### config.mk
export PLATFORM = sky130hd
export DESIGN_NAME = port_concentrator_w_flat
export DESIGN_NICKNAME = d
export VERILOG_FILES = /design/src/rtl/port_concentrator_w_if.sv /design/src/rtl/port_concentrator_w.sv /design/src/flat_wrapper.sv
export SDC_FILE = /design/constraint.sdc
export NUM_CORES = 1
export LEC_CHECK = 0
export BUFFER_PORTS_ARGS = -buffer_cell sky130_fd_sc_hd__clkbuf_2
export CAP_MARGIN = 20
export CORE_UTILIZATION = 45
export DETAILED_ROUTE_END_ITERATION = 16
export GPL_ROUTABILITY_DRIVEN = 0
export HOLD_SLACK_MARGIN = 0.1
export PLACE_DENSITY = 0.67
export SETUP_SLACK_MARGIN = 0.15
export SLEW_MARGIN = 15
export SYNTH_ARGS = -nofsm -noshare
export SYNTH_HDL_FRONTEND = slang
export SYNTH_SLANG_ARGS = --single-unit
### constraint.sdc
create_clock -name clk -period 2.2 [get_ports clk]
set_input_delay 0.66 -clock clk [delete_from_list [all_inputs] [get_ports clk]]
set_output_delay 0.66 -clock clk [all_outputs]
set_load 0.05 [all_outputs]
### src/rtl/port_concentrator_w_if.sv
// ---------------------------------------------------------------------------
// port_concentrator_w_if
//   Handshake bundle around the receive concentrator.
//   Byte side (from pkt_parse):   c_srdy, c_drdy, c_code[1:0], c_data[7:0]
//   Word side (to allocator):     p_srdy, p_drdy, p_data[8*nbytes-1:0],
//                                 p_bcnt[bc_sz-1:0], p_commit, p_abort
//   Modports:
//     master - the surrounding logic: drives bytes in, accepts words out
//     slave  - the concentrator itself
// ---------------------------------------------------------------------------
interface port_concentrator_w_if #(
    parameter int nbytes = 8,
    parameter int bc_sz  = 4
);
    logic                  c_srdy;
    logic                  c_drdy;
    logic [1:0]            c_code;
    logic [7:0]            c_data;
    logic                  p_srdy;
    logic                  p_drdy;
    logic [8*nbytes-1:0]   p_data;
    logic [bc_sz-1:0]      p_bcnt;
    logic                  p_commit;
    logic                  p_abort;

    modport master (
        output c_srdy, c_code, c_data, p_drdy,
        input  c_drdy, p_srdy, p_data, p_bcnt, p_commit, p_abort
    );

    modport slave (
        input  c_srdy, c_code, c_data, p_drdy,
        output c_drdy, p_srdy, p_data, p_bcnt, p_commit, p_abort
    );
endinterface

### src/rtl/port_concentrator_w.sv
// ---------------------------------------------------------------------------
// port_concentrator_w
//   Packs the coded 8-bit receive byte stream into words of nbytes bytes,
//   with a per-word valid-byte count, commit/abort marking of the last word
//   of each frame, oversize truncation and premature-SOP abort insertion.
//
// Ports:
//   clk    - sole clock, rising edge
//   reset  - asynchronous, active-low
//   bus    - port_concentrator_w_if.slave (byte input side, word output side)
//   stat_commit/stat_abort/stat_drop [15:0] - only when PORT_CONC_STATS_EN
//            is defined: saturating counts of committed frames, aborted
//            frames and bytes discarded outside a frame.
//
// Build option: `define PORT_CONC_STATS_EN to add the statistics counters.
// ---------------------------------------------------------------------------
module port_concentrator_w #(
    parameter int nbytes    = 8,
    parameter int max_words = 200,
    parameter int bc_sz     = 4
) (
    input  logic                  clk,
    input  logic                  reset,
    port_concentrator_w_if.slave  bus
`ifdef PORT_CONC_STATS_EN
    ,
    output logic [15:0]           stat_commit,
    output logic [15:0]           stat_abort,
    output logic [15:0]           stat_drop
`endif
);
    localparam int lc_w = (nbytes > 2) ? $clog2(nbytes) : 1;
    localparam int wc_w = $clog2(max_words + 1);

    localparam logic [1:0] CODE_SOP  = 2'd0;
    localparam logic [1:0] CODE_DATA = 2'd1;
    localparam logic [1:0] CODE_EOPG = 2'd2;

    typedef enum logic [1:0] {IDLE, PACK, DROP, ABINS} state_t;

    state_t              state_reg, state_next;
    logic [8*nbytes-1:0] lanes_reg, lanes_next, merged;
    logic [lc_w-1:0]     lane_cnt_reg, lane_cnt_next;
    logic [wc_w-1:0]     word_cnt_reg, word_cnt_next;
    logic [7:0]          sop_reg, sop_next;
    logic                rdy_en_reg;
    logic                p_srdy_reg, p_srdy_next;
    logic [8*nbytes-1:0] p_data_reg, p_data_next;
    logic [bc_sz-1:0]    p_bcnt_reg, p_bcnt_next;
    logic                p_commit_reg, p_commit_next;
    logic                p_abort_reg, p_abort_next;

    logic                c_drdy_int, accept, take;
    logic                issue_word, issue_lanes_only;
    logic                issue_commit, issue_abort, drop_byte;

    // rdy_en_reg keeps c_drdy low while reset is asserted and raises it on
    // the first clock after release.
    assign c_drdy_int = rdy_en_reg && (state_reg != ABINS) && (!p_srdy_reg || bus.p_drdy);
    assign accept     = bus.c_srdy && c_drdy_int;
    assign take       = p_srdy_reg && bus.p_drdy;

    // Current lanes with the incoming byte dropped into the next free lane.
    // Lanes above the fill point are always zero, so this doubles as the
    // padded word for a final partial issue.
    generate
        for (genvar gi = 0; gi < nbytes; gi++) begin : g_merge
            assign merged[8*gi +: 8] = (lane_cnt_reg == lc_w'(gi)) ? bus.c_data
                                                                   : lanes_reg[8*gi +: 8];
        end
    endgenerate

    always_comb begin
        state_next       = state_reg;
        lanes_next       = lanes_reg;
        lane_cnt_next    = lane_cnt_reg;
        word_cnt_next    = word_cnt_reg;
        sop_next         = sop_reg;
        p_srdy_next      = take ? 1'b0 : p_srdy_reg;
        p_data_next      = p_data_reg;
        p_bcnt_next      = p_bcnt_reg;
        p_commit_next    = p_commit_reg;
        p_abort_next     = p_abort_reg;
        issue_word       = 1'b0;
        issue_lanes_only = 1'b0;
        issue_commit     = 1'b0;
        issue_abort      = 1'b0;
        drop_byte        = 1'b0;

        case (state_reg)
            IDLE, DROP: begin
                if (accept) begin
                    if (bus.c_code == CODE_SOP) begin
                        lanes_next      = '0;
                        lanes_next[7:0] = bus.c_data;
                        lane_cnt_next   = lc_w'(1);
                        word_cnt_next   = '0;
                        state_next      = PACK;
                    end else begin
                        drop_byte = 1'b1;
                        if (state_reg == DROP && bus.c_code[1])
                            state_next = IDLE;
                    end
                end
            end
            PACK: begin
                if (accept) begin
                    case (bus.c_code)
                        CODE_SOP: begin
                            // Close the truncated frame with what is already
                            // packed; the new SOP byte waits in sop_reg.
                            issue_word       = 1'b1;
                            issue_lanes_only = 1'b1;
                            issue_abort      = 1'b1;
                            sop_next         = bus.c_data;
                            state_next       = ABINS;
                        end
                        CODE_DATA: begin
                            if (word_cnt_reg == wc_w'(max_words)) begin
                                issue_word  = 1'b1;
                                issue_abort = 1'b1;
                                state_next  = DROP;
                            end else if (lane_cnt_reg == lc_w'(nbytes - 1)) begin
                                issue_word    = 1'b1;
                                word_cnt_next = word_cnt_reg + wc_w'(1);
                            end else begin
                                lanes_next    = merged;
                                lane_cnt_next = lane_cnt_reg + lc_w'(1);
                            end
                        end
                        default: begin
                            issue_word   = 1'b1;
                            issue_commit = (bus.c_code == CODE_EOPG);
                            issue_abort  = (bus.c_code != CODE_EOPG);
                            state_next   = IDLE;
                        end
                    endcase
                end
            end
            ABINS: begin
                if (take) begin
                    lanes_next      = '0;
                    lanes_next[7:0] = sop_reg;
                    lane_cnt_next   = lc_w'(1);
                    word_cnt_next   = '0;
                    state_next      = PACK;
                end
            end
            default: state_next = IDLE;
        endcase

        // Any issue is only possible on an accepted byte, and a byte is only
        // accepted when the output register is empty or being taken.
        if (issue_word) begin
            p_srdy_next   = 1'b1;
            p_data_next   = issue_lanes_only ? lanes_reg : merged;
            p_bcnt_next   = issue_lanes_only ? bc_sz'(lane_cnt_reg)
                                             : bc_sz'(lane_cnt_reg) + bc_sz'(1);
            p_commit_next = issue_commit;
            p_abort_next  = issue_abort;
            lanes_next    = '0;
            lane_cnt_next = '0;
        end
    end

    always_ff @(posedge clk or negedge reset) begin
        if (!reset) begin
            state_reg    <= IDLE;
            lanes_reg    <= '0;
            lane_cnt_reg <= '0;
            word_cnt_reg <= '0;
            sop_reg      <= '0;
            rdy_en_reg   <= 1'b0;
            p_srdy_reg   <= 1'b0;
            p_data_reg   <= '0;
            p_bcnt_reg   <= '0;
            p_commit_reg <= 1'b0;
            p_abort_reg  <= 1'b0;
        end else begin
            state_reg    <= state_next;
            lanes_reg    <= lanes_next;
            lane_cnt_reg <= lane_cnt_next;
            word_cnt_reg <= word_cnt_next;
            sop_reg      <= sop_next;
            rdy_en_reg   <= 1'b1;
            p_srdy_reg   <= p_srdy_next;
            p_data_reg   <= p_data_next;
            p_bcnt_reg   <= p_bcnt_next;
            p_commit_reg <= p_commit_next;
            p_abort_reg  <= p_abort_next;
        end
    end

    assign bus.c_drdy   = c_drdy_int;
    assign bus.p_srdy   = p_srdy_reg;
    assign bus.p_data   = p_data_reg;
    assign bus.p_bcnt   = p_bcnt_reg;
    assign bus.p_commit = p_commit_reg;
    assign bus.p_abort  = p_abort_reg;

`ifdef PORT_CONC_STATS_EN
    always_ff @(posedge clk or negedge reset) begin
        if (!reset) begin
            stat_commit <= '0;
            stat_abort  <= '0;
            stat_drop   <= '0;
        end else begin
            if (issue_commit && stat_commit != 16'hFFFF)
                stat_commit <= stat_commit + 16'd1;
            if (issue_abort && stat_abort != 16'hFFFF)
                stat_abort <= stat_abort + 16'd1;
            if (drop_byte && stat_drop != 16'hFFFF)
                stat_drop <= stat_drop + 16'd1;
        end
    end
`else
    logic unused_stat_events;
    assign unused_stat_events = ^{issue_commit, issue_abort, drop_byte};
`endif

endmodule

### src/flat_wrapper.sv
// flat-port wrapper written by rule: the top's interface ports become plain ports
module port_concentrator_w_flat 
#(
    parameter int nbytes    = 8,
    parameter int max_words = 200,
    parameter int bc_sz     = 4
)
  (clk, reset, bus_c_srdy, bus_c_code, bus_c_data, bus_p_drdy, bus_c_drdy, bus_p_srdy, bus_p_data, bus_p_bcnt, bus_p_commit, bus_p_abort);
  port_concentrator_w_if #(.nbytes(nbytes), .bc_sz(bc_sz)) bus_i ();
  input  logic clk;
  input  logic reset;
  input wire logic [$bits(bus_i.c_srdy)-1:0] bus_c_srdy;
  input wire logic [$bits(bus_i.c_code)-1:0] bus_c_code;
  input wire logic [$bits(bus_i.c_data)-1:0] bus_c_data;
  input wire logic [$bits(bus_i.p_drdy)-1:0] bus_p_drdy;
  output wire logic [$bits(bus_i.c_drdy)-1:0] bus_c_drdy;
  output wire logic [$bits(bus_i.p_srdy)-1:0] bus_p_srdy;
  output wire logic [$bits(bus_i.p_data)-1:0] bus_p_data;
  output wire logic [$bits(bus_i.p_bcnt)-1:0] bus_p_bcnt;
  output wire logic [$bits(bus_i.p_commit)-1:0] bus_p_commit;
  output wire logic [$bits(bus_i.p_abort)-1:0] bus_p_abort;
  assign bus_i.c_srdy = bus_c_srdy;
  assign bus_i.c_code = bus_c_code;
  assign bus_i.c_data = bus_c_data;
  assign bus_i.p_drdy = bus_p_drdy;
  assign bus_c_drdy = bus_i.c_drdy;
  assign bus_p_srdy = bus_i.p_srdy;
  assign bus_p_data = bus_i.p_data;
  assign bus_p_bcnt = bus_i.p_bcnt;
  assign bus_p_commit = bus_i.p_commit;
  assign bus_p_abort = bus_i.p_abort;
  port_concentrator_w #(.nbytes(nbytes), .max_words(max_words), .bc_sz(bc_sz)) u_core (.clk(clk), .reset(reset), .bus(bus_i));
endmodule
==> results by group <==
Timing
  • Final Cycle Share: between 90% and 100%
  • Max Slew Vio Count: 0
  • Hold Fails Final Rpt: 0
  • Worst-margin pin slew: approximately 0.66 ns
  • Clock Skew: ~0.01 ns
  • Final setup violation count: 0
  • Max Fclk: 486.9 MHz
  • Unrepaired setup endpoints after global routing: true
  • Minimum clock period: 2.054 ns
  • Slew headroom: a little under three fifths

Die
  • Area of the core: 0.01543 mm²
  • FP Rows: between 40 and 50
  • Initial Utilization: a little under half
  • IO Pins: 86
  • Height of the die: roughly 130 µm
  • Die Width: around 130 µm
  • Total die area: ~0.017 mm²

Clocking
  • TritonCTS Buffers: 17
  • Root Buffer Master: clkbuf_16
  • CTS Sinks: approximately 160
  • Htree depth: 4
  • Worst-Skew Late Latency: ~0.43 ns
  • TritonCTS clock tree: built
  • Clock Path Buffers: 2
  • Cts hold-fix bufs: 0
  • Reg clk slew, reported paths: approximately 0.06 ns

Global route
  • Total GRT Usage: about a quarter
  • Initial antenna violation count: 0
  • Total gr overflow: 0
  • Vias in the first global route: slightly above 6000
  • First-pass GRT wire length: between 30000 and 40000 µm
  • Largest net degree at the start of global routing: between 50 and 60

Detailed routing
  • Initial drt markers: between 400 and 500
  • Final wirelength: between 15000 and 20000 µm
  • DRC Markers: 0
  • Vias: between 6000 and 7000
  • Post-route ant nets: 0
  • Avg WL per Cell: 18.43 µm
  • Vias per cell: slightly below 6
  • DRT Pass-1 Iters: 7

Logic synthesis
  • Mapped Cells: around 730
  • Mapped Area: 0.007213 mm²
  • Synth warnings: 0
  • Syn nets: roughly 750
  • Post-synth ARST share: between 90% and 100%
  • Top_reg_cell synth: dfrtp_1
  • Flops & latches, synth: 157
  • Register area share after synthesis: roughly 54%
  • Syn Area/Cell: about 10 µm²
  • Synth unique cells: between 40 and 50
  • EDFF count, synth: 0

Critical path
  • Critical path capture point type: flip-flop
  • Critical path data arrival time: 2.36 ns
  • CP max-delay cell: or4_4
  • Max incr delay on CP: ~0.57 ns
  • Crit Path Class: flip-flop to flip-flop
  • WP buf/inv: 1
  • CP Max Fanout: 8
  • Crit start category: flip-flop
  • CP top delay family: simple AND/OR/NAND/NOR gates
  • Crit-path cells: and2b_4 -> or4_4 -> a22oi_1 -> o21ai_4 -> buf_6 -> a22o_1
  • Crit path required time: 2.51 ns

Placed design
  • DP HPWL: roughly 13000 µm
  • IO buf count: 85
  • Dpl cells: slightly above 1000
  • Placed cell area: 0.008228 mm²

Layout
  • Area Overhead vs Synth: 27.06%
  • FF+latch area: just under 0.004 mm²
  • Fin util: 59.41%
  • Layout cells sized above 1: 27.39%
  • Design area: around 0.0092 mm²
  • Ant. Diodes: 0
  • Post-route insts no fill: 1080
  • FILL cells: 1325
  • Multi-input gate area: 0.003204 mm²
  • Commonest non-fill, non-tap cell in the layout: dfrtp_1
  • Commonest cells after routing, fill and taps aside: 156 x dfrtp_1, 91 x nand2_1, 83 x clkbuf_2, 78 x a21oi_1, 66 x o21ai_0
  • Nets: 881

Power
  • Flop pwr share: 33.6%
  • Net switching power: between 4 and 5 mW
  • Clock power share: approximately a quarter
  • LEAKAGE: roughly 4.2 nW
  • PwrDens: roughly 1300 mW/mm²
  • Combinational Power Share: 42.1%
  • Peak VDD IR: a little under 0.8 mV
  • Pint: 6.922 mW
  • Switch share: 40.72%

Outcome
  • Status: completed

Worst hold path
  • Worst Hold Class: primary input to async pin

Run
  • Max-Cap Viols: 0
==> cell type report <==
class,count,area share (%)
Sequential cell,157,42.88
Inverter,6,0.2457
Clock buffer,21,5.133
Tap cell,211,2.881
Timing Repair Buffer,159,12.89
Clock inverter,8,1.010
Multi-Input combinational cell,518,34.96
==> cells in the mapped netlist, drive strengths merged, types with 4 or more instances <==
| master | n | area [µm²] |
|---|---|---|
| a21oi | 78 | 390.4 |
| a22o | 56 | 490.5 |
| a22oi | 5 | 37.54 |
| and2 | 11 | 68.82 |
| buf | 16 | 108.8 |
| clkbuf | 34 | 127.6 |
| dfrtp | 157 | 3929 |
| ha | 8 | 100.1 |
| inv | 6 | 22.52 |
| mux2 | 9 | 101.4 |
| nand2 | 93 | 351.6 |
| nand2b | 13 | 81.33 |
| nand3 | 7 | 35.03 |
| nor2 | 35 | 131.4 |
| nor3 | 8 | 60.06 |
| nor4 | 4 | 70.07 |
| o21ai | 140 | 727.0 |
| o31ai | 18 | 135.1 |
==> through the flow <==
step	power, mW	setup TNS (ns)	setup WS (ns)	hold slack [ns]
after CTS	11.55	0	0.05665	0.1668
after floorplan	6.875	-0.1664	-0.08239	0.3644
after global placement	8.237	-15.57	-0.1836	0.4567
final	11.68	0	0.1461	0.1577
after detailed placement	8.395	-19.68	-0.2385	0.4666
after global routing	12.26	0	0.09039	0.1812
==> timing repair <==
| action | in CTS | in global routing |
|---|---|---|
| pin swaps | 71 | 17 |
| cloned | 3 | 1 |
| buffers inserted | 9 | 4 |
| endpoints found under the hold margin | 0 | 0 |
| setup endpoints to repair | 77 | 140 |
| gates resized for setup | 31 | 32 |
==> final timing paths <==
path | cells past startpoint | slack (ns) | endpoint | start
hold reg to reg | 2 | 0.47 | u_core.bus.p_data[56] | u_core.bus.p_data[56]
setup / recovery | 6 | 0.15 | u_core.lanes_reg[36] | u_core.bus.p_srdy
min in group clk | 2 | 0.47 | u_core.bus.p_data[56] | u_core.bus.p_data[56]
max in group asynchronous | 2 | 1.43 | u_core.lanes_reg[56] | reset
hold / removal | 1 | 0.16 | u_core.bus.p_data[60] | reset
setup reg to reg | 6 | 0.15 | u_core.lanes_reg[36] | u_core.bus.p_srdy
==> cell families after synthesis <==
group | synth area share, %
flip-flops | 54.47
adder cells (fa/ha/maj) | 1.388
AND/OR/NAND/NOR | 12.73
other | 0.05199
multiplexers | 1.405
buffers and inverters | 3.590
AO/OA/AOI/OAI | 26.37
==> worst register-to-register path, stage by stage, from the launching register on <==
cell and delay (ns):
dfrtp_1 0.41, and2b_4 0.20, or4_4 0.57, a22oi_1 0.32, o21ai_4 0.10, buf_6 0.14
a22o_1 0.21
==> power groups by stage <==
stage                     Combinational (mW)  Clock, mW  Sequential (mW)
after floorplan                         1.94          0             4.93
after global placement                  4.32          0             3.91
after detailed placement                4.44          0             3.95
after CTS                               4.76       2.89             3.90
after global routing                    5.27       3.00             3.99
final                                   4.92       2.84             3.93
==> metal layers <==
layer | up-vias | wire, µm | track usage (%)
li1 | 2887 | - | -
met1 | 3117 | 8730 | 34.59
met2 | 291 | 9524 | 39.87
met5 | - | 0 | 0
met3 | 37 | 1272 | 4.449
met4 | 0 | 379 | 10.87
(Power assumes the default switching activity.)
